`config.mk`:
```
export PLATFORM = sky130hd
export DESIGN_NAME = mac_mul_sched
export DESIGN_NICKNAME = d
export VERILOG_FILES = /design/src/rtl/mac_mul_sched_pkg.sv /design/src/rtl/mac_rr_arbiter.sv /design/src/rtl/mac_mul_sched.sv
export SDC_FILE = /design/constraint.sdc
export NUM_CORES = 1
export LEC_CHECK = 0
export BUFFER_PORTS_ARGS = -buffer_cell sky130_fd_sc_hd__buf_2
export CAP_MARGIN = 20
export CORE_AREA = 2 2 127 129
export CTS_BUF_LIST = sky130_fd_sc_hd__clkbuf_2
export CTS_CLUSTER_DIAMETER = 40
export DETAILED_ROUTE_END_ITERATION = 8
export DIE_AREA = 0 0 129 131
export PLACE_DENSITY = 0.75
export SYNTH_ARGS = -nofsm -noshare
export SYNTH_HDL_FRONTEND = slang
export SYNTH_SLANG_ARGS = --single-unit
```
`constraint.sdc`:
```
create_clock -name clk -period 8.1 [get_ports clk]
set_input_delay 0.81 -clock clk [delete_from_list [all_inputs] [get_ports clk]]
set_output_delay 0.81 -clock clk [all_outputs]
set_load 0.01 [all_outputs]
```
`src/rtl/mac_mul_sched_pkg.sv`:
```
// Shared constants for the multiplier scheduler: cfg encodings, FSM states,
// lane geometry and the per-cfg lane-enable helper.
package mac_mul_sched_pkg;

  localparam int LANE_W = 8;
  localparam int LANES  = 4;

  localparam logic [1:0] CFG_SINGLE  = 2'b00;
  localparam logic [1:0] CFG_DUAL    = 2'b01;
  localparam logic [1:0] CFG_QUAD    = 2'b10;
  localparam logic [1:0] CFG_ILLEGAL = 2'b11;

  typedef enum logic [1:0] {
    ST_IDLE = 2'd0,
    ST_EXEC = 2'd1,
    ST_DONE = 2'd2
  } state_t;

  // Which A lanes survive the latch; an illegal cfg keeps none.
  function automatic logic [LANES-1:0] lane_mask(input logic [1:0] cfg);
    case (cfg)
      CFG_SINGLE: lane_mask = 4'b0001;
      CFG_DUAL:   lane_mask = 4'b0011;
      CFG_QUAD:   lane_mask = 4'b1111;
      default:    lane_mask = 4'b0000;
    endcase
  endfunction

endpackage

```
`src/rtl/mac_rr_arbiter.sv`:
```
// Combinational round-robin arbiter: one-hot grant to the first active request
// at or above the pointer, wrapping to the lowest index.
module mac_rr_arbiter #(
  parameter int N_REQ    = 4,
  parameter int ID_WIDTH = 3
) (
  input  logic [N_REQ-1:0]    req,
  input  logic [ID_WIDTH-1:0] ptr,
  output logic [N_REQ-1:0]    grant,
  output logic [ID_WIDTH-1:0] grant_idx,
  output logic                any
);

  always_comb begin
    grant     = '0;
    grant_idx = '0;
    any       = 1'b0;
    // First pass covers [ptr, N_REQ-1], second pass wraps to [0, ptr-1].
    for (int i = 0; i < N_REQ; i++) begin
      if (!any && req[i] && (i >= int'(ptr))) begin
        any       = 1'b1;
        grant[i]  = 1'b1;
        grant_idx = ID_WIDTH'(i);
      end
    end
    for (int i = 0; i < N_REQ; i++) begin
      if (!any && req[i] && (i < int'(ptr))) begin
        any       = 1'b1;
        grant[i]  = 1'b1;
        grant_idx = ID_WIDTH'(i);
      end
    end
  end

endmodule

```
`src/rtl/mac_mul_sched.sv`:
```
// Round-robin scheduler sharing one lane-configurable multiplier among N_REQ
// requesters; returns the tagged product over a valid/ready channel.
module mac_mul_sched
  import mac_mul_sched_pkg::*;
#(
  parameter int N_REQ          = 4,
  parameter int MAC_CONF_WIDTH = 2,
  parameter int MAC_MIN_WIDTH  = 8,
  parameter int MAC_INT_WIDTH  = 5 * MAC_MIN_WIDTH,
  parameter int ID_WIDTH       = 3
) (
  input  logic                            clk,
  input  logic                            rst,
  input  logic [N_REQ-1:0]                req_valid,
  output logic [N_REQ-1:0]                req_ready,
  input  logic [N_REQ*4*MAC_MIN_WIDTH-1:0] req_a,
  input  logic [N_REQ*MAC_MIN_WIDTH-1:0]  req_b,
  input  logic [N_REQ*MAC_CONF_WIDTH-1:0] req_cfg,
  output logic [MAC_MIN_WIDTH-1:0]        mul_a0,
  output logic [MAC_MIN_WIDTH-1:0]        mul_a1,
  output logic [MAC_MIN_WIDTH-1:0]        mul_a2,
  output logic [MAC_MIN_WIDTH-1:0]        mul_a3,
  output logic [MAC_MIN_WIDTH-1:0]        mul_b0,
  output logic [MAC_CONF_WIDTH-1:0]       mul_cfg,
  input  logic [MAC_INT_WIDTH-1:0]        mul_c,
  output logic                            out_valid,
  input  logic                            out_ready,
  output logic [MAC_INT_WIDTH-1:0]        out_c,
  output logic [ID_WIDTH-1:0]             out_id,
  output logic                            out_err,
  output logic                            busy,
  output logic [15:0]                     done_cnt
);

  localparam int W = MAC_MIN_WIDTH;

  state_t              state;
  logic [ID_WIDTH-1:0] ptr;
  logic [N_REQ-1:0]    grant;
  logic [ID_WIDTH-1:0] grant_idx;
  logic                any;

  mac_rr_arbiter #(.N_REQ(N_REQ), .ID_WIDTH(ID_WIDTH)) u_arb (
    .req       (req_valid),
    .ptr       (ptr),
    .grant     (grant),
    .grant_idx (grant_idx),
    .any       (any)
  );

  assign req_ready = (state == ST_IDLE) ? grant : '0;
  assign busy      = (state != ST_IDLE);

  // One-hot mux of the granted requester's operand set.
  logic [4*W-1:0]            sel_a;
  logic [W-1:0]              sel_b;
  logic [MAC_CONF_WIDTH-1:0] sel_cfg;

  always_comb begin
    sel_a   = '0;
    sel_b   = '0;
    sel_cfg = '0;
    for (int i = 0; i < N_REQ; i++) begin
      if (grant[i]) begin
        sel_a   = req_a[i*4*W +: 4*W];
        sel_b   = req_b[i*W +: W];
        sel_cfg = req_cfg[i*MAC_CONF_WIDTH +: MAC_CONF_WIDTH];
      end
    end
  end

  logic           sel_illegal;
  logic [3:0]     lane_en;
  logic [W-1:0]   lane_a [4];
  logic [W-1:0]   lane_b;

  assign sel_illegal = (sel_cfg[1:0] == CFG_ILLEGAL);
  assign lane_en     = lane_mask(sel_cfg[1:0]);
  assign lane_b      = sel_illegal ? '0 : sel_b;

  for (genvar gi = 0; gi < 4; gi++) begin : g_lane
    assign lane_a[gi] = lane_en[gi] ? sel_a[gi*W +: W] : '0;
  end

  always_ff @(posedge clk or negedge rst) begin
    if (!rst) begin
      state     <= ST_IDLE;
      ptr       <= '0;
      mul_a0    <= '0;
      mul_a1    <= '0;
      mul_a2    <= '0;
      mul_a3    <= '0;
      mul_b0    <= '0;
      mul_cfg   <= '0;
      out_valid <= 1'b0;
      out_c     <= '0;
      out_id    <= '0;
      out_err   <= 1'b0;
      done_cnt  <= '0;
    end else begin
      case (state)
        ST_IDLE: begin
          if (any) begin
            mul_a0  <= lane_a[0];
            mul_a1  <= lane_a[1];
            mul_a2  <= lane_a[2];
            mul_a3  <= lane_a[3];
            mul_b0  <= lane_b;
            mul_cfg <= sel_illegal ? '0 : sel_cfg;
            out_err <= sel_illegal;
            out_id  <= grant_idx;
            ptr     <= (grant_idx == ID_WIDTH'(N_REQ - 1)) ? '0 : grant_idx + 1'b1;
            state   <= ST_EXEC;
          end
        end
        ST_EXEC: begin
          out_c     <= out_err ? '0 : mul_c;
          out_valid <= 1'b1;
          state     <= ST_DONE;
        end
        ST_DONE: begin
          if (out_ready) begin
            out_valid <= 1'b0;
            done_cnt  <= done_cnt + 16'd1;
            state     <= ST_IDLE;
          end
        end
        default: state <= ST_IDLE;
      endcase
    end
  end

endmodule

```
==> flow_summary_export.csv, run 1 <==
group,metric,value,unit
floorplan,core,15600,sq um
logic_synthesis,synth_cells,602,
global_routing,grtUsageMet1,26.2,%
finish,drive_gt1_share,40.1,%
logic_synthesis,synth_edf_count,0,
clocking,clk_pin_slew,0.34,ns
global_routing,track_usage,21.5,%
pwr,power.leakage,3.69,nW
clocking,cts_resized,0,
logic_synthesis,synth_fa_ha_area_share,1.12,%
worst_setup_path,critPathLaunchType,"flip-flop",
logic_synthesis,syn_nets,822,
finish,final_common_cell,"buf_2",
placed_design,hpwl,13.8,mm
route,initialDrtViolationCount,307,
logic_synthesis,synth_xor_area_share,2.36,%
worst_setup_path,critical_path.most_common_cell,"o22ai_1",
finish,fillCellCount,1522,
logic_synthesis,synth_area_leaders,"dfrtp_1 48%, o21ai_0 6.9%, a221oi_1 5.5%",
timing,fin_crit,3.49,ns
timing,maxSlewHeadroom,30.5,%
logic_synthesis,syn_area,5570,sq um
global_routing,grtUsageMet2,36.6,%
timing,setup-tns-final,0,ns
clocking,clock-sinks,106,
logic_synthesis,synth_compound_area_share,25.9,%
floorplan,die-height,131,um
route,postRouteAntennaNets,0,
finish,multi_input_area,2600,sq um
placed_design,port_buffers,321,
clocking,cts-htree-levels,3,
floorplan,die_area,16900,sq um
logic_synthesis,synth_largest_area_cell,"dfrtp_1",
route,drc_errors,0,
route,via_per_inst,5.21,
logic_synthesis,yosysWarnings,0,
route,via_count,5798,
finish,nets,1111,
global_routing,antenna_found_initial,1,
logic_synthesis,synth_top_flop_cell,"dfrtp_1",
run,drv_cap,0,
logic_synthesis,synth_seq_area_share,47.6,%
pwr,power_density,345,nW/um^2
logic_synthesis,synth_top_family_by_area,"compound AO/OA/AOI/OAI gates",
logic_synthesis,yosysTopAreaCellShare,47.6,%
timing,finClkSkew,0.0567,ns
worst_setup_path,cp.required,8.66,ns
clocking,cts_buffers,9,
logic_synthesis,muxShareOfSynthArea,0,%
global_routing,grt_overflow_total,0,
timing,report.final.setup_viol,0,
timing,grt_setup_unrepaired,"no",
logic_synthesis,avgSynthCellArea,9.26,sq um
worst_setup_path,critPathKind,"reg -> reg",
pwr,ir_drop,0.000142,V
timing,fin_crit_sh,43.0,%
placed_design,dpl.cell_count,1095,
min_path,hp-class,"in -> async",
worst_setup_path,crit_chain,"a2bb2oi_1, o22ai_1, and2_1, buf_4, a221oi_2, o21ai_0, ha_1, nor3_2, a21oi_1, o22ai_1",
route,wl_per_cell,17.0,um
clocking,post_cts_buffers,0,
floorplan,io_pins,323,
clocking,cts_tree,"yes",
global_routing,grt_pass1_vias,5537,
clocking,cts_hold_buf,0,
logic_synthesis,synth-async-reset-ratio,100,%
worst_setup_path,slowest_stage,"nor3_2",
worst_setup_path,crit_fanout,42,
logic_synthesis,ys_ff_latch,106,
worst_setup_path,endpoint_kind,"flip-flop",
clocking,cts_root_buf,"clkbuf_2",
global_routing,grt_pass1_wl,28.0,mm
finish,regArea,2650,sq um
global_routing,grt_max_degree,73,
floorplan,initial_utilization,35.7,%
timing,hold_violations,0,
timing,maxSlewViolCount,0,
clocking,insertion_delay,0.63,ns
floorplan,num_rows,46,
placed_design,gp_congestion,0.805,
logic_synthesis,yosysUniqueCellTypes,53,
clocking,cts.path.max_buffers,2,
run_status,status,"complete, no violations",
logic_synthesis,synthSimpleGateAreaFrac,17.1,%
route,dr.pass1.iters,5,
global_routing,grtUsageMet3,4.19,%
worst_setup_path,crit_arrival,4.05,ns
global_routing,busiest_layer,"met2",
route,wl,18.9,mm
timing,fmax,287,MHz
worst_setup_path,cp_slowest_stage_delay,0.86,ns
finish,layout.cells.non_filler,1113,
floorplan,die_w,129,um
finish,layout_common_cells,"320 x buf_2, 106 x dfrtp_1, 77 x o21ai_0, 72 x nand2_1, 52 x nor2_1",
finish,synthToLayoutAreaGrowth,31.6,%
timing,worst_pin_slew,1.04,ns
## synth_stat cells, types with 3 or more instances
cell type    n
a22o_1       3
a21oi_1     35
o221ai_1     4
o21a_1       4
and2_1       9
nand4_1      3
a221oi_1    35
nor2b_1      4
dfrtp_1    106
and3_1       3
xnor2_1     12
o22ai_1     34
buf_6        8
clkbuf_1    27
a22oi_1      5
nand3_1      6
buf_2        7
nor2_1      52
a32oi_1      5
o21ai_0     77
inv_1        3
xor2_1       3
buf_4        6
nand2_1     72
nand2b_1    42
ha_1         5
## final timing paths
path                              start      endpoint  slack (ns)  cells past startpoint
setup / recovery                 ptr[0]     mul_b0[4]        4.61                     10
hold / removal                      rst     mul_a1[0]        0.15                      1
setup reg to reg                 ptr[0]     mul_b0[4]        4.61                     10
hold reg to reg            done_cnt[15]  done_cnt[15]        0.49                      1
max in group asynchronous           rst     out_c[36]        6.71                      2
min in group clk              out_ready      state[1]        0.35                      2
## flip-flops by register name, summed over array words and instances (netlist names)
signal	cells
out_c	40
done_cnt	16
mul_a0	8
mul_a1	8
mul_a2	8
mul_a3	8
mul_b0	8
mul_cfg	2
out_id	2
ptr	2
state	2
out_err	1
out_valid	1
## cell type report
class	instances	area share (%)
diodes	1	0.0341
clock inverters	7	0.836
repair buffers	329	23.0
inverters	4	0.205
multi-input cells	441	35.4
clock buffers	9	0.614
well taps	216	3.69
flip-flops and latches	106	36.2
## routing by layer
layer  part of all wire, %  vias to the layer above
li1                      -                     2748
met1                    42                     2701
met2                    48                      310
met3                   7.6                       39
met4                   3.0                        0
met5                     0                        -
## metrics by stage
step | util [%] | area [sq um] | setup slack [ns] | hold WS (ns) | total power, mW
detailed placement | 46.1 | 7200 | 4.19 | 0.463 | 2.29
floorplan | - | 5570 | 4.96 | 0.505 | 1.84
global placement | 46.1 | 7200 | 4.36 | 0.453 | 2.25
finish | 47.0 | 7330 | 4.61 | 0.152 | 2.53
CTS | 46.8 | 7300 | 4.63 | 0.127 | 2.54
global route | 47.0 | 7330 | 4.35 | 0.108 | 2.75
## kinds of logic after synthesis
kind of cell,count (synthesis)
AOI/OAI and AO/OA,220
xor gates and xnor gates,15
adders and majority gates,5
buffers and inverters,55
DFF,106
other,1
and+or+nand+nor,200
## power breakdown
group          internal [mW]  switching (mW)  leakage, nW
registers              0.757           0.134         1.32
logic                  0.548           0.841         2.30
clock network         0.0476           0.204       0.0663
total                   1.35            1.18         3.69
## worst max-delay path: cells and delay by family (launching register included)
kind	cells	cell delay (ns)
DFF	1	0.55
and+or+nand+nor	2	1.03
buffers and inverters	1	0.27
adders and majority gates	1	0.32
AOI/OAI and AO/OA	6	1.21
(Power assumes the default switching activity.)
==> run 2: changes to the inputs <==
--- a/config.mk
+++ b/config.mk
@@ -7,12 +7,12 @@
 export LEC_CHECK = 0
 export BUFFER_PORTS_ARGS = -buffer_cell sky130_fd_sc_hd__buf_2
 export CAP_MARGIN = 20
-export CORE_AREA = 2 2 127 129
+export CORE_AREA = 2 2 124 126
 export CTS_BUF_LIST = sky130_fd_sc_hd__clkbuf_2
 export CTS_CLUSTER_DIAMETER = 40
 export DETAILED_ROUTE_END_ITERATION = 8
-export DIE_AREA = 0 0 129 131
-export PLACE_DENSITY = 0.75
+export DIE_AREA = 0 0 126 128
+export PLACE_DENSITY = 0.78
 export SYNTH_ARGS = -nofsm -noshare
 export SYNTH_HDL_FRONTEND = slang
 export SYNTH_SLANG_ARGS = --single-unit
==> constraint.sdc (replaced) <==
create_clock -name clk -period 3.4 [get_ports clk]
set_input_delay 0.34 -clock clk [delete_from_list [all_inputs] [get_ports clk]]
set_output_delay 0.34 -clock clk [all_outputs]
set_load 0.01 [all_outputs]
==> run 2 against run 1 <==
Final area grew 18%. Fmax grew 8.5%. Critical path type unchanged. Non-clock buffer count grew 135. Highest routed layer unchanged. Global-route usage grew 4.1 points. First-iteration DRC count grew 25%.
==> flow_summary_export.csv, run 2 (same netlist as run 1, synthesis figures left out) <==
group,metric,value,unit
finish,layout_common_cells,"320 x buf_2, 128 x dlygate4sd3_1, 104 x dfrtp_1, 75 x o21ai_0, 71 x nand2_1",
clocking,cts_buffers,9,
pwr,switching_power,3.02,mW
global_routing,track_usage,25.6,%
pwr,power_density,780,nW/um^2
clocking,clk_pin_slew,0.34,ns
route,initialDrtViolationCount,385,
route,postRouteAntennaNets,0,
timing,hold_violations,0,
worst_setup_path,ff2ff_setup_slack,0.19,ns
timing,worst_pin_slew,0.788,ns
placed_design,port_buffers,321,
finish,fillCellCount,1258,
timing,maxSlewViolCount,0,
route,via_per_inst,5.38,
run,drv_cap,0,
floorplan,io_pins,323,
worst_setup_path,timing.rr.end,"mul_a0[2]",
clocking,cts.path.max_buffers,2,
run_status,status,"complete, no violations",
global_routing,antenna_found_initial,2,
route,wl_per_cell,17.6,um
clocking,cts-htree-levels,3,
min_path,holdPathStages,3,
timing,maxSlewHeadroom,47.5,%
route,dr.pass1.iters,6,
placed_design,hpwl,13.9,mm
worst_setup_path,rr_startpoint,"ptr[1]",
timing,fin_crit_sh,94.5,%
worst_setup_path,endpoint_kind,"flip-flop",
finish,nets,1246,
clocking,insertion_delay,0.62,ns
route,drc_errors,0,
floorplan,die_area,16100,sq um
worst_setup_path,crit_fanout,14,
worst_setup_path,cp.required,3.99,ns
clocking,clock-sinks,106,
pwr,ir_drop,0.000416,V
pwr,seqPwrFrac,31.8,%
finish,final_common_cell,"buf_2",
pwr,intPower,3.74,mW
finish,largest_reg_flops,40,
finish,multi_input_area,2600,sq um
finish,max_flop_register,"out_c",
finish,drive_gt1_share,35.8,%
floorplan,num_rows,45,
min_path,hp-class,"in -> reg",
timing,finClkSkew,0.0517,ns
clocking,cts_root_buf,"clkbuf_2",
timing,fmax,311,MHz
min_path,min_from,"req_a[88]",
global_routing,grt_overflow_total,0,
global_routing,grt_pass1_wl,32.7,mm
route,via_count,6575,
clocking,cts_tree,"yes",
timing,report.final.setup_viol,0,
floorplan,core,14900,sq um
min_path,whs_endpoint,"mul_a3[0]",
worst_setup_path,startpoint,"ptr[1]",
pwr,power_frac_comb,59.3,%
finish,synthToLayoutAreaGrowth,55.5,%
worst_setup_path,crit_arrival,3.80,ns
floorplan,initial_utilization,37.5,%
worst_setup_path,reg2reg_depth,11,
worst_setup_path,critPathLaunchType,"flip-flop",
finish,regArea,2660,sq um
route,wl,21.5,mm
global_routing,grt_pass1_vias,6520,
placed_design,pre_cts_ws,0.541,ns
finish,reg_top3,"out_c (40), done_cnt (16)",
global_routing,grt_max_degree,67,
floorplan,die_w,126,um
timing,setup-tns-final,0,ns
pwr,power.leakage,4.28,nW
timing,fin_crit,3.21,ns
timing,layout_setup_ws,0.187,ns
placed_design,gp_congestion,0.857,
pwr,power,6.76,mW
pwr,p_sw_share,44.7,%
floorplan,die-height,128,um
worst_setup_path,critPathKind,"reg -> reg",
pwr,clockPowerShare,8.9,%
run 2: layout make-up:
class / instances / area share (%)
Antenna cell: 2 / 0.0577
Tap cell: 188 / 2.71
Clock buffer: 9 / 0.520
Multi-Input combinational cell: 441 / 30.0
Clock inverter: 7 / 0.823
Sequential cell: 106 / 30.6
Inverter: 4 / 0.173
Timing Repair Buffer: 464 / 35.1
run 2: metrics by stage:
stage          instance area (sq um)  hold WS (ns)  util (%)  std cells
2_1_floorplan                   5570        0.0444         -        602
5_1_grt                         8670        0.0138      58.3       1221
3_5_place_dp                    7210         0.407      48.5       1072
4_1_cts                         8610       0.00858      57.9       1216
3_3_place_gp                    7210         0.407      48.5       1072
6_report                        8670        0.0911      58.3       1221
run 2: timing repair:
item / CTS / global route
hold endpoints to repair: 130 / 0
resized for setup: 0 / 6
setup endpoints to repair: 0 / 24
buffers inserted: 0 / 2
hold buffers: 128 / 0
run 2: worst max-delay path, cell delays in order (launching register included):
cell           delay (ns)
dfrtp_2              0.55
a2bb2oi_1            0.15
o22ai_1              0.11
and2_1               0.22
a221oi_2             0.32
o21ai_1              0.16
ha_1                 0.31
a211oi_2             0.17
buf_4                0.25
o21ai_0              0.15
o22ai_1              0.21
dlygate4sd3_1        0.57
run 2: worst max-delay path by stage:
stage	cells past startpoint	slack, ns	to
finish	11	0.19	mul_a0[2]
global route	11	-0.006	mul_a0[2]
CTS	10	0.02	mul_a1[4]
detailed placement	9	0.54	mul_a1[3]
global placement	9	0.67	mul_a1[0]
floorplan	13	0.67	mul_b0[2]
run 2: routing by layer:
layer	up-vias	part of all wire, %	GRT usage (%)
li1	3020	-	-
met2	421	49	43.1
met4	0	4.1	13.6
met3	81	8.1	5.51
met1	3053	39	30.8
met5	-	0	0
run 2: power by group through the flow:
stage	logic [mW]	registers (mW)	clock network, mW
2_1_floorplan	2.04	2.35	0
3_3_place_gp	3.25	2.14	0
3_5_place_dp	3.33	2.16	0
4_1_cts	3.84	2.14	0.635
5_1_grt	4.36	2.21	0.678
6_report	4.01	2.15	0.602
==> run 3: changes to the inputs <==
--- a/config.mk
+++ b/config.mk
@@ -5,6 +5,7 @@
 export SDC_FILE = /design/constraint.sdc
 export NUM_CORES = 1
 export LEC_CHECK = 0
+export ABC_AREA = 1
 export BUFFER_PORTS_ARGS = -buffer_cell sky130_fd_sc_hd__buf_2
 export CAP_MARGIN = 20
 export CORE_AREA = 2 2 124 126
@@ -12,7 +13,7 @@
 export CTS_CLUSTER_DIAMETER = 40
 export DETAILED_ROUTE_END_ITERATION = 8
 export DIE_AREA = 0 0 126 128
-export PLACE_DENSITY = 0.78
+export PLACE_DENSITY = 0.81
 export SYNTH_ARGS = -nofsm -noshare
 export SYNTH_HDL_FRONTEND = slang
 export SYNTH_SLANG_ARGS = --single-unit
==> run 3 against run 2 <==
Routed wire length rose by 2.4%. Utilization is 1.9 points higher. Critical path type unchanged. Largest cell class is now multi-input gates. Synthesized cell count increased by 46%. First-iteration DRC count is 21% higher. Via count rose by 10%. Sequential share of layout area fell by 1.0 points. Clock skew down 0.013 ns. Fmax up 6.0%. Sequential cell count stayed put. Die area is the same.
==> flow_summary_export.csv, run 3 <==
group,metric,value,unit
run,drv_cap,0,
route,drc_errors,0,
placed_design,pre_cts_ws,0.783,ns
finish,final_common_cell,"nand2_1",
worst_setup_path,critical_path.most_common_cell,"nand2_1",
clocking,cts-htree-levels,3,
clocking,cts_buffers,9,
timing,layout_setup_ws,0.370,ns
logic_synthesis,synth_cells,877,
worst_setup_path,endpoint_kind,"flip-flop",
clocking,insertion_delay,0.64,ns
logic_synthesis,netlist_top_cells_count,"432 x nand2_1, 106 x dfrtp_1, 87 x nor2_1",
worst_setup_path,crit_chain,"nor2_1, nand2_2, nand3_2, nor2_4, nand2_2, nand2_4, nand2_1, nand2_1, o21ai_0, a21oi_2, ha_1, nand2_4, nor2_1, nand2_1, dlygate4sd3_1, nand2_1",
worst_setup_path,crit_arrival,3.59,ns
global_routing,grt_overflow_total,0,
timing,holdWs,0.0719,ns
timing,finClkSkew,0.0385,ns
timing,fin_crit_sh,89.1,%
logic_synthesis,synth_area_leaders,"dfrtp_1 44%, nand2_1 27%, nand3_1 6.6%",
worst_setup_path,critPathKind,"reg -> reg",
clocking,cts_tree,"yes",
pwr,power_density,689,nW/um^2
timing,setup-tns-final,0,ns
floorplan,io_pins,323,
logic_synthesis,yosysUniqueCellTypes,32,
logic_synthesis,synth_most_common_cell,"nand2_1",
logic_synthesis,ys_ff_latch,106,
floorplan,num_rows,45,
route,via_count,7247,
timing,grt_setup_unrepaired,"no",
worst_setup_path,cp_slowest_stage_delay,0.56,ns
pwr,ir_drop,0.000294,V
finish,reg_top3,"out_c (40), done_cnt (16)",
finish,synthToLayoutAreaGrowth,47.6,%
finish,nets,1505,
route,initialDrtViolationCount,465,
finish,final_area,8950,sq um
timing,fmax,330,MHz
placed_design,gp_congestion,0.961,
global_routing,grtUsageMet3,4.38,%
global_routing,grt_pass1_vias,7009,
worst_setup_path,cp.required,3.96,ns
placed_design,port_buffers,321,
logic_synthesis,syn_area,6070,sq um
logic_synthesis,synth_top_flop_cell,"dfrtp_1",
clocking,cts.path.max_buffers,2,
global_routing,grt_pass1_wl,35.1,mm
floorplan,core,14900,sq um
route,postRouteAntennaNets,0,
timing,maxSlewHeadroom,56.9,%
clocking,clk_pin_slew,0.29,ns
worst_setup_path,crit_fanout,16,
timing,fin_crit,3.03,ns
worst_setup_path,critPathLaunchType,"flip-flop",
timing,hold_violations,0,
run_status,status,"complete, no violations",
global_routing,busiest_layer,"met2",
logic_synthesis,synth_edf_count,0,
global_routing,track_usage,27.2,%
route,dr.pass1.iters,5,
route,wl_per_cell,14.8,um
timing,report.final.setup_viol,0,
logic_synthesis,yosysTopAreaCellShare,43.7,%
finish,largest_reg_flops,40,
timing,maxSlewViolCount,0,
route,via_per_inst,4.89,
logic_synthesis,synth-async-reset-ratio,100,%
clocking,post_cts_buffers,0,
pwr,power.leakage,5.34,nW
min_path,hp-class,"in -> reg",
timing,worst_pin_slew,0.646,ns
floorplan,die_area,16100,sq um
finish,max_flop_register,"out_c",
logic_synthesis,syn_nets,1097,
placed_design,placed_area,7730,sq um
global_routing,grtUsageMet2,47.0,%
logic_synthesis,yosysWarnings,0,
clocking,cts_root_buf,"clkbuf_2",
logic_synthesis,avgSynthCellArea,6.92,sq um
floorplan,die_w,126,um
clocking,clock-sinks,106,
finish,drive_gt1_share,29.0,%
logic_synthesis,synth_largest_area_cell,"dfrtp_1",
placed_design,hpwl,14.8,mm
finish,layout_common_cells,"432 x nand2_1, 320 x buf_2, 110 x dlygate4sd3_1, 106 x dfrtp_1, 86 x nor2_1",
worst_setup_path,slowest_stage,"dlygate4sd3_1",
route,wl,22.0,mm
global_routing,antenna_found_initial,4,
floorplan,initial_utilization,40.8,%
logic_synthesis,synth_seq_area_share,43.7,%
global_routing,grt_max_degree,60,
global_routing,grtUsageMet1,33.1,%
floorplan,die-height,128,um
pwr,power,6.17,mW
## run 3: per-layer routing
layer	vias to the layer above	share of wire, %
li1	3494	-
met1	3326	40
met2	362	50
met3	65	6.4
met4	0	4.1
met5	-	0
## run 3: cell families after synthesis
kind of cell | after synthesis | synth area share (%)
compound gates | 20 | 1.90
xor+xnor | 15 | 2.17
fa+ha+maj | 5 | 1.03
buf+inv | 103 | 8.41
flops | 106 | 43.7
mux | 1 | 0.186
other cells | 1 | 0.0618
simple gates | 626 | 42.5
## run 3: power breakdown
| group | switching, mW | internal (mW) | total, mW |
|---|---|---|---|
| Clock | 0.458 | 0.110 | 0.568 |
| Combinational | 2.22 | 1.37 | 3.60 |
| Sequential | 0.279 | 1.72 | 2.00 |
## run 3: area by class of cell
cell class                      count  area (sq um)
Antenna cell                        4          10.0
Clock buffer                       10          50.0
Clock inverter                      6          47.5
Fill cell                        1336          5910
Inverter                           59           226
Multi-Input combinational cell    668          2920
Sequential cell                   106          2650
Tap cell                          188           235
Timing Repair Buffer              441          2820
## run 3: path summary, 6_finish.rpt
check | start | end | slack (ns) | depth (start not counted)
setup / recovery | ptr[1] | mul_a3[0] | 0.37 | 16
hold / removal | req_b[19] | mul_b0[3] | 0.07 | 5
setup reg to reg | ptr[1] | mul_a3[0] | 0.37 | 16
hold reg to reg | done_cnt[15] | done_cnt[15] | 0.49 | 1
max in group asynchronous | rst | mul_a1[0] | 2.42 | 3
min in group asynchronous | rst | out_c[27] | 0.19 | 2
## run 3: worst max-delay path, delay by kind of cell (launching register included)
family / cells / cell delay, ns
and+or+nand+nor: 12 / 1.37
buffers and inverters: 1 / 0.56
DFF: 1 / 0.46
AOI/OAI and AO/OA: 2 / 0.34
adders and majority gates: 1 / 0.24
## run 3: what timing repair did
item | in CTS | in global routing
endpoints found under the setup margin | 0 | 31
hold endpoints to repair | 127 | 0
gates resized for setup | 0 | 3
hold buffers | 110 | 0
## run 3: through the flow
| stage | util [%] | cells |
|---|---|---|
| after global placement | 51.9 | 1351 |
| after detailed placement | 52.0 | 1352 |
| after global routing | 60.2 | 1481 |
| after floorplan | - | 877 |
| final | 60.2 | 1482 |
| after CTS | 60.1 | 1478 |
